==> config.mk <==
export PLATFORM = sky130hd
export DESIGN_NAME = jtkiwi_shram_flat
export DESIGN_NICKNAME = d
export VERILOG_FILES = /design/src/rtl/jtkiwi_pkg.sv /design/src/rtl/jtkiwi_shram_if.sv /design/src/rtl/jtkiwi_shram.sv /design/src/flat_wrapper.sv
export SDC_FILE = /design/constraint.sdc
export NUM_CORES = 1
export LEC_CHECK = 0
export CAP_MARGIN = 40
export CORE_ASPECT_RATIO = 2
export CORE_UTILIZATION = 36
export CTS_CLUSTER_DIAMETER = 40
export DETAILED_ROUTE_END_ITERATION = 8
export PLACE_DENSITY = 0.86
export SYNTH_ARGS = -nofsm -noshare
export SYNTH_HDL_FRONTEND = slang
export SYNTH_SLANG_ARGS = --single-unit
==> constraint.sdc <==
create_clock -name clk -period 3.1 [get_ports clk]
set_input_delay 0.31 -clock clk [delete_from_list [all_inputs] [get_ports clk]]
set_output_delay 0.31 -clock clk [all_outputs]
set_load 0.02 [all_outputs]
==> src/rtl/jtkiwi_pkg.sv <==
// rtl/jtkiwi_pkg.sv - shared-RAM arbiter types and default widths
package jtkiwi_pkg;

    localparam int SHRAM_AW = 13;
    localparam int SHRAM_DW = 8;

    typedef enum logic [1:0] {
        ST_IDLE = 2'd0,
        ST_MAIN = 2'd1,
        ST_SND  = 2'd2
    } state_t;

endpackage

==> src/rtl/jtkiwi_shram_if.sv <==
// rtl/jtkiwi_shram_if.sv - CPU-side and BRAM-side buses of the shared-RAM arbiter
interface jtkiwi_shram_if #(
    parameter int AW = jtkiwi_pkg::SHRAM_AW,
    parameter int DW = jtkiwi_pkg::SHRAM_DW
);
    logic          main_cs;
    logic          main_rnw;
    logic [AW-1:0] main_addr;
    logic [DW-1:0] main_dout;
    logic [DW-1:0] main_din;
    logic          main_busy;

    logic          snd_cs;
    logic          snd_rnw;
    logic [AW-1:0] snd_addr;
    logic [DW-1:0] snd_dout;
    logic [DW-1:0] snd_din;
    logic          mshramen;

    logic [AW-1:0] mem_addr;
    logic [DW-1:0] mem_din;
    logic          mem_we;
    logic [DW-1:0] mem_dout;

    modport master (
        output main_cs, main_rnw, main_addr, main_dout,
        input  main_din, main_busy,
        output snd_cs, snd_rnw, snd_addr, snd_dout,
        input  snd_din, mshramen,
        input  mem_addr, mem_din, mem_we,
        output mem_dout
    );

    modport slave (
        input  main_cs, main_rnw, main_addr, main_dout,
        output main_din, main_busy,
        input  snd_cs, snd_rnw, snd_addr, snd_dout,
        output snd_din, mshramen,
        output mem_addr, mem_din, mem_we,
        input  mem_dout
    );

endinterface

==> src/rtl/jtkiwi_shram.sv <==
// rtl/jtkiwi_shram.sv - time-multiplexes one BRAM port between the main and sound Z80s
module jtkiwi_shram
    import jtkiwi_pkg::*;
#(
    parameter int AW = SHRAM_AW,
    parameter int DW = SHRAM_DW
) (
    input  logic clk,
    input  logic rst_n,
    jtkiwi_shram_if.slave bus
);

    state_t state, state_nx;
    logic   dvalid, dvalid_nx;
    logic   last_main, last_main_nx;
    logic   gnt_main, gnt_snd;
    logic   gnt_cs, gnt_rnw;

    assign gnt_main = (state == ST_MAIN);
    assign gnt_snd  = (state == ST_SND);

    always_comb begin
        state_nx     = state;
        dvalid_nx    = 1'b0;
        last_main_nx = last_main;
        case (state)
            ST_IDLE: begin
                if (bus.main_cs && bus.snd_cs)
                    state_nx = last_main ? ST_SND : ST_MAIN;
                else if (bus.main_cs)
                    state_nx = ST_MAIN;
                else if (bus.snd_cs)
                    state_nx = ST_SND;
            end
            ST_MAIN: begin
                if (bus.main_cs) begin
                    dvalid_nx = 1'b1;
                end else begin
                    state_nx     = ST_IDLE;
                    last_main_nx = 1'b1;
                end
            end
            ST_SND: begin
                if (bus.snd_cs) begin
                    dvalid_nx = 1'b1;
                end else begin
                    state_nx     = ST_IDLE;
                    last_main_nx = 1'b0;
                end
            end
            default: state_nx = ST_IDLE;
        endcase
    end

    always_comb begin
        bus.mem_addr = '0;
        bus.mem_din  = '0;
        gnt_cs       = 1'b0;
        gnt_rnw      = 1'b1;
        if (gnt_main) begin
            bus.mem_addr = bus.main_addr;
            bus.mem_din  = bus.main_dout;
            gnt_cs       = bus.main_cs;
            gnt_rnw      = bus.main_rnw;
        end else if (gnt_snd) begin
            bus.mem_addr = bus.snd_addr;
            bus.mem_din  = bus.snd_dout;
            gnt_cs       = bus.snd_cs;
            gnt_rnw      = bus.snd_rnw;
        end
    end

    // Single write pulse: only in the first grant cycle, and only if the access was not abandoned
    assign bus.mem_we    = gnt_cs & ~gnt_rnw & ~dvalid;
    assign bus.main_busy = bus.main_cs & ~(gnt_main & dvalid);

    always_ff @(posedge clk or negedge rst_n) begin
        if (!rst_n) begin
            state        <= ST_IDLE;
            dvalid       <= 1'b0;
            last_main    <= 1'b0;
            bus.mshramen <= 1'b1;
            bus.main_din <= '0;
            bus.snd_din  <= '0;
        end else begin
            state        <= state_nx;
            dvalid       <= dvalid_nx;
            last_main    <= last_main_nx;
            bus.mshramen <= ~(gnt_snd & dvalid);
            if (gnt_main && dvalid)
                bus.main_din <= bus.mem_dout;
            if (gnt_snd && dvalid)
                bus.snd_din <= bus.mem_dout;
        end
    end

endmodule

==> src/flat_wrapper.sv <==
// flat-port wrapper written by rule: the top's interface ports become plain ports
module jtkiwi_shram_flat import jtkiwi_pkg::*;
#(
    parameter int AW = SHRAM_AW,
    parameter int DW = SHRAM_DW
)
  (clk, rst_n, bus_main_cs, bus_main_rnw, bus_main_addr, bus_main_dout, bus_main_din, bus_main_busy, bus_snd_cs, bus_snd_rnw, bus_snd_addr, bus_snd_dout, bus_snd_din, bus_mshramen, bus_mem_addr, bus_mem_din, bus_mem_we, bus_mem_dout);
  jtkiwi_shram_if #(.AW(AW), .DW(DW)) bus_i ();
  input  logic clk;
  input  logic rst_n;
  input wire logic [$bits(bus_i.main_cs)-1:0] bus_main_cs;
  input wire logic [$bits(bus_i.main_rnw)-1:0] bus_main_rnw;
  input wire logic [$bits(bus_i.main_addr)-1:0] bus_main_addr;
  input wire logic [$bits(bus_i.main_dout)-1:0] bus_main_dout;
  output wire logic [$bits(bus_i.main_din)-1:0] bus_main_din;
  output wire logic [$bits(bus_i.main_busy)-1:0] bus_main_busy;
  input wire logic [$bits(bus_i.snd_cs)-1:0] bus_snd_cs;
  input wire logic [$bits(bus_i.snd_rnw)-1:0] bus_snd_rnw;
  input wire logic [$bits(bus_i.snd_addr)-1:0] bus_snd_addr;
  input wire logic [$bits(bus_i.snd_dout)-1:0] bus_snd_dout;
  output wire logic [$bits(bus_i.snd_din)-1:0] bus_snd_din;
  output wire logic [$bits(bus_i.mshramen)-1:0] bus_mshramen;
  output wire logic [$bits(bus_i.mem_addr)-1:0] bus_mem_addr;
  output wire logic [$bits(bus_i.mem_din)-1:0] bus_mem_din;
  output wire logic [$bits(bus_i.mem_we)-1:0] bus_mem_we;
  input wire logic [$bits(bus_i.mem_dout)-1:0] bus_mem_dout;
  assign bus_i.main_cs = bus_main_cs;
  assign bus_i.main_rnw = bus_main_rnw;
  assign bus_i.main_addr = bus_main_addr;
  assign bus_i.main_dout = bus_main_dout;
  assign bus_main_din = bus_i.main_din;
  assign bus_main_busy = bus_i.main_busy;
  assign bus_i.snd_cs = bus_snd_cs;
  assign bus_i.snd_rnw = bus_snd_rnw;
  assign bus_i.snd_addr = bus_snd_addr;
  assign bus_i.snd_dout = bus_snd_dout;
  assign bus_snd_din = bus_i.snd_din;
  assign bus_mshramen = bus_i.mshramen;
  assign bus_mem_addr = bus_i.mem_addr;
  assign bus_mem_din = bus_i.mem_din;
  assign bus_mem_we = bus_i.mem_we;
  assign bus_i.mem_dout = bus_mem_dout;
  jtkiwi_shram #(.AW(AW), .DW(DW)) u_core (.clk(clk), .rst_n(rst_n), .bus(bus_i));
endmodule
==> results of run 1 <==
[worst max-delay path, stage by stage, from the launching register on]
cell and delay [ns]:
dfrtp_1 0.41, inv_1 0.09, ha_1 0.45, buf_4 0.27, nand2_1 0.06, o21ai_0 0.14, clkdlybuf4s50_1 0.62
[where the power goes]
part	total [mW]	leakage [nW]	internal, mW	switching, mW
Clock	0.180	0.0217	0.0907	0.0890
Sequential	0.482	0.248	0.404	0.0778
Combinational	1.24	0.643	0.625	0.613
Total	1.90	0.912	1.12	0.780
[flip-flops by register name (all words and copies together), names as in the netlist]
register and count:
u_core.bus.main_din 8, u_core.last_main 1, u_core.bus.mshramen 1, u_core.bus.snd_din 8
u_core.dvalid 1, u_core.state 2
[layer usage]
layer | vias up | wire (um)
li1 | 643 | -
met1 | 572 | 1190
met2 | 85 | 1790
met3 | 8 | 459
met4 | 0 | 78
met5 | - | 0
[worst max-delay path by stage]
| stage | end | slack (ns) |
|---|---|---|
| 5_1_grt | bus_mem_we | 0.27 |
| 4_1_cts | bus_mem_addr[6] | 0.46 |
| 2_1_floorplan | bus_mem_addr[0] | 1.37 |
| 3_3_place_gp | bus_mem_we | 0.79 |
| 6_report | bus_mem_addr[3] | 0.48 |
| 3_5_place_dp | bus_mem_addr[6] | 0.75 |
[layout make-up]
type                    instances  share of cell area
flip-flops and latches         21               0.234
clock buffers                   3              0.0183
multi-input cells             100               0.280
clock inverters                 1             0.00333
well taps                      31              0.0172
inverters                       5             0.00833
repair buffers                 99               0.439
[Yosys cell counts]
| library cell | number |
|---|---|
| nand2_1 | 40 |
| dfrtp_1 | 20 |
| mux2_2 | 16 |
| o21ai_0 | 13 |
| o21ai_1 | 7 |
| inv_1 | 5 |
| a22o_1 | 4 |
| ha_1 | 4 |
| buf_2 | 3 |
| o21ai_2 | 3 |
| a21oi_1 | 2 |
| buf_6 | 2 |
| nand4_1 | 2 |
| nor2_1 | 2 |
| a22oi_2 | 1 |
| and2_1 | 1 |
| clkbuf_1 | 1 |
| clkbuf_2 | 1 |
| dfstp_2 | 1 |
| nand2_2 | 1 |
| nand2_4 | 1 |
| nand2b_1 | 1 |
| nor2b_1 | 1 |
| o32a_1 | 1 |
[logic make-up (layout without fill, tap and decap cells)]
| group | after synthesis | count (layout) | share of synthesized area |
|---|---|---|---|
| fa+ha+maj | 4 | 4 | 0.0409 |
| flops | 21 | 21 | 0.431 |
| simple gates | 49 | 49 | 0.169 |
| mux | 16 | 16 | 0.147 |
| compound gates | 31 | 31 | 0.159 |
| buf+inv | 12 | 108 | 0.0532 |
[per-stage QoR]
| stage | utilization | area [um^2] | total power, mW | cells | hold slack [ns] |
|---|---|---|---|---|---|
| CTS | 0.705 | 2250 | 1.92 | 260 | 0.237 |
| finish | 0.705 | 2250 | 1.90 | 260 | 0.240 |
| detailed placement | 0.690 | 2200 | 1.73 | 256 | 0.495 |
| global route | 0.705 | 2250 | 2.01 | 260 | 0.247 |
| global placement | 0.685 | 2190 | 1.71 | 255 | 0.487 |
| floorplan | - | 1220 | 1.15 | 133 | 0.0144 |
==> results.toml, run 1 <==
[clocking]
clk_pin_slew_worst_paths_ns = 0.08
cts_made_buffers = 3
cts_max_level = 1
cts_resized = 0
clock_sinks = 21
cts_hold_buf = 0
cts_tree = "built"
root_buffer = "clkbuf_8"
clk_latency_ns = 0.26
cts_buffer_depth = 2
post_cts_buffers = 0

[global_routing]
grt_max_degree = 20
met2_usage = 0.343
track_usage = 0.190
grt_first_pass_wirelength_um = 5370
top_usage_layer = "met2"
grt_overflow_total = 0
first_global_vias = 1212
antenna_found_initial = 0
gr-usage-met3 = 0.0667
grt_use_met1 = 0.180

[route]
routed_wl_um = 3520
vias_per_cell = 5.03
drcViolationCount = 0
route.vias.total = 1308
drt_iter0_markers = 14
ant_nets = 0
wl_per_cell_um = 13.5
drt_pass1_iterations = 4

[timing]
layout_setup_ws_ns = 0.478
worst_pin_slew_ns = 0.474
hold_viol = 0
setup_tns_ns = 0
fmax_mhz = 381
finalCritPeriodShare = 0.846
rsz0062_at_grt = "false"
maxSlewHeadroom = 0.684
finClkSkew_ns = 0.00406
min_period_ns = 2.62
setup_violations = 0
finalMaxSlewViolations = 0

[power]
p_leak_nw = 0.912
ir_worst_vdd_mv = 0.728
powerDensity_mw_per_mm2 = 844

[yosys]
synthTopCellsByArea = "dfrtp_1 41%, mux2_2 15%, nand2_1 12%"
synthesis.nets = 193
ys_seq_area_frac = 0.431
synth_cell_type_count = 24
synthCells = 133
avgSynthCellArea_um2 = 9.19
synthesis.area_mm2 = 0.00122
yosysTopAreaCell = "dfrtp_1"
ys_warn_count = 0
synth_top_area_share = 0.409
synth_seq_cells = 21

[setup_path]
criticalPathCategory = "reg -> out"
worst_setup_path_end_kind = "output port"
rrSetupSlack_ns = 1.43
critPathLaunchType = "flip-flop"
timing.rr.start = "u_core.state[0]"
crit_arrival_ns = 2.31
path_max_fanout = 13
r2r_cells = 5
r2r-end = "u_core.last_main"
critical_path.startpoint = "u_core.state[0]"
critical_path_required_ns = 2.79

[floorplan]
io_pins = 96
start_util = 0.383
die_y_um = 84.4
die_w_um = 43.2
num_rows = 29
coreArea_mm2 = 0.00319
die_area_mm2 = 0.00365

[min_path]
min_path_type = "in -> async"

[placed_design]
place_congestion = 0.806
hpwl_um = 2880
portBuffers = 95
dp_slack_ns = 0.745

[final_layout]
multiInputGateArea_um2 = 631
diodes = 0
register_area_um2 = 527
nFillCells = 244
final_common_cell = "clkdlybuf4s50_1"
final_cell_mix = "95 x clkdlybuf4s50_1, 40 x nand2_1, 20 x dfrtp_1, 16 x mux2_2, 13 x o21ai_0"
nNetsFinal = 290
drive_above_1_share = 0.135
area_growth_pct = 84.2

[status]
outcome = "finished, final reports clean"

[job]
drv_cap = 0
No activity file was read; power rests on OpenSTA's default activity.
==> inputs of run 2 (changes only) <==
--- a/config.mk
+++ b/config.mk
@@ -7,10 +7,10 @@
 export LEC_CHECK = 0
 export CAP_MARGIN = 40
 export CORE_ASPECT_RATIO = 2
-export CORE_UTILIZATION = 36
+export CORE_UTILIZATION = 33
 export CTS_CLUSTER_DIAMETER = 40
 export DETAILED_ROUTE_END_ITERATION = 8
-export PLACE_DENSITY = 0.86
+export PLACE_DENSITY = 0.8
 export SYNTH_ARGS = -nofsm -noshare
 export SYNTH_HDL_FRONTEND = slang
 export SYNTH_SLANG_ARGS = --single-unit
==> constraint.sdc (replaced) <==
create_clock -name clk -period 2.6 [get_ports clk]
set_input_delay 0.26 -clock clk [delete_from_list [all_inputs] [get_ports clk]]
set_output_delay 0.26 -clock clk [all_outputs]
set_load 0.02 [all_outputs]
==> run 2 against run 1 <==
- final area is 1.3% higher
- register-to-register slack worse by 0.31 ns
- global-route usage is 1.5 points lower
- cell count is 7.7% higher
- non-clock buffer count is 2 higher
- die area is 8.8% higher
- sequential power is 18% higher
- first-iteration DRC count stayed put
- total power is 19% higher
- via count is 1.4% lower
- flip-flop and latch count stayed put
- critical path type unchanged
- critical endpoint is now bus_mem_addr[12]
==> results.toml, run 2 (synthesis gave the netlist of run 1 again) <==
[status]
outcome = "finished, final reports clean"

[setup_path]
critical_path_required_ns = 2.34
crit_arrival_ns = 2.16
slowest_stage = "clkdlybuf4s50_1"
path_max_fanout = 5
max_stage_delay_ns = 0.60
criticalPathCategory = "reg -> out"
crit_top_cell = "inv_1"
critPathLaunchType = "flip-flop"
worst_setup_path_end_kind = "output port"
worstPathCellList = "inv_1 > ha_1 > buf_4 > inv_1 > nor2_1 > a22o_1 > clkdlybuf4s50_1"

[final_layout]
diodes = 0
final_common_cell = "clkdlybuf4s50_1"
nFillCells = 299
utilization = 0.639
final_cell_mix = "94 x clkdlybuf4s50_1, 40 x nand2_1, 20 x dfrtp_1, 16 x mux2_2, 13 x o21ai_0"
largestRegisters = "u_core.bus.main_din x8, u_core.bus.snd_din x8, u_core.state x2"
drive_above_1_share = 0.139
nNetsFinal = 292
area_growth_pct = 86.6

[timing]
worst_pin_slew_ns = 0.269
fmax_mhz = 413
min_period_ns = 2.42
setup_violations = 0
finalMaxSlewViolations = 0
finalCritPeriodShare = 0.930
finClkSkew_ns = 0.00141
rsz0062_at_grt = "false"
hold_viol = 0
maxSlewHeadroom = 0.820
setup_tns_ns = 0

[placed_design]
hpwl_um = 2740
place_congestion = 0.755
portBuffers = 95

[power]
p_leak_nw = 0.936
netSwitchingPower_mw = 0.922
swShare = 0.406
p_int_mw = 1.35
powerDensity_mw_per_mm2 = 995
ir_worst_vdd_mv = 0.809
pwr-share-seq = 0.251
combPwrFrac = 0.658
clockPowerShare = 0.091

[clocking]
root_buffer = "clkbuf_8"
clk_latency_ns = 0.25
cts_max_level = 1
post_cts_buffers = 0
cts_hold_buf = 0
cts_buffer_depth = 2
clock_sinks = 21
cts_made_buffers = 3
clk_pin_slew_worst_paths_ns = 0.07
cts_tree = "built"

[route]
drcViolationCount = 0
drt_iter0_markers = 14
drt_pass1_iterations = 3
routed_wl_um = 3410
wl_per_cell_um = 12.2
vias_per_cell = 4.61
ant_nets = 0
route.vias.total = 1290

[global_routing]
grt_overflow_total = 0
track_usage = 0.175
grt_max_degree = 22
first_global_vias = 1181
antenna_found_initial = 0
grt_first_pass_wirelength_um = 5220

[job]
drv_cap = 0

[floorplan]
die_y_um = 88.1
die_w_um = 45.0
die_area_mm2 = 0.00397
num_rows = 31
coreArea_mm2 = 0.00357
start_util = 0.343
io_pins = 96

[min_path]
min_path_type = "in -> async"
-- run 2: cell count changes in the layout (fill, tap and decap cells not counted) --
cell / before / now
buf_4: 3 / 6
buf_8: 1 / 0
clkbuf_1: 0 / 1
clkdlybuf4s50_1: 95 / 94
clkinvlp_4: 1 / 0
dlymetal6s2s_1: 0 / 1
-- run 2: per-layer routing --
layer / wire length, um / share of wire / global-route usage
met1: 1190 / 0.35 / 0.187
met5: 0 / 0 / 0
met2: 1820 / 0.53 / 0.311
met4: 36 / 0.011 / 0.0579
met3: 358 / 0.10 / 0.0536
-- run 2: worst paths after layout --
kind / cells past startpoint / slack [ns] / start / to
max: 7 / 0.18 / u_core.state[0] / bus_mem_addr[12]
min: 2 / 0.34 / rst_n / u_core.bus.snd_din[6]
max reg2reg: 6 / 1.12 / u_core.state[0] / u_core.state[0]
min reg2reg: 1 / 0.51 / u_core.bus.main_din[1] / u_core.bus.main_din[1]
max in group asynchronous: 2 / 1.99 / rst_n / u_core.bus.mshramen
min in group clk: 1 / 0.51 / u_core.bus.main_din[1] / u_core.bus.main_din[1]
-- run 2: worst max-delay path: cells and delay by family (launching register included) --
family	cells	cell delay (ns)
buf+inv	4	0.93
flops	1	0.41
fa+ha+maj	1	0.22
simple gates	1	0.19
compound gates	1	0.16
-- run 2: stage by stage --
step                      power, mW  cells  hold slack (ns)  setup WS [ns]  area, um^2
after floorplan                1.38    133          -0.0356          0.924        1220
after global placement         2.05    276            0.488          0.432        2230
after detailed placement       2.08    276            0.491          0.420        2230
after CTS                      2.30    280            0.346          0.159        2280
after global routing           2.42    280            0.361        0.00331        2280
final                          2.27    280            0.342          0.181        2280
-- run 2: power by group through the flow --
stage	logic, mW	registers, mW	clock network, mW
after CTS	1.51	0.569	0.217
after detailed placement	1.51	0.570	0
after floorplan	0.651	0.725	0
final	1.49	0.569	0.206
after global placement	1.48	0.568	0
after global routing	1.61	0.586	0.223
-- run 2: layout make-up --
class                           instances  area, um^2  area share
Timing Repair Buffer                  101         998       0.438
Multi-Input combinational cell        100         631       0.276
Sequential cell                        21         527       0.231
Tap cell                               49        61.3      0.0269
Clock buffer                            4        45.0      0.0197
Inverter                                5        18.8     0.00823
-- run 2: repair_timing --
action,4_1_cts,5_1_grt
setup endpoints to repair,0,1
endpoints found under the hold margin,0,0
gates resized for setup,0,1
==> inputs of run 3 (changes only) <==
--- a/config.mk
+++ b/config.mk
@@ -8,7 +8,7 @@
 export CAP_MARGIN = 40
 export CORE_ASPECT_RATIO = 2
 export CORE_UTILIZATION = 33
-export CTS_CLUSTER_DIAMETER = 40
+export CTS_CLUSTER_DIAMETER = 30
 export DETAILED_ROUTE_END_ITERATION = 8
 export PLACE_DENSITY = 0.8
 export SYNTH_ARGS = -nofsm -noshare
==> results of run 3 <==
No change in the layout: final DEF, timing and power equal those of run 2.
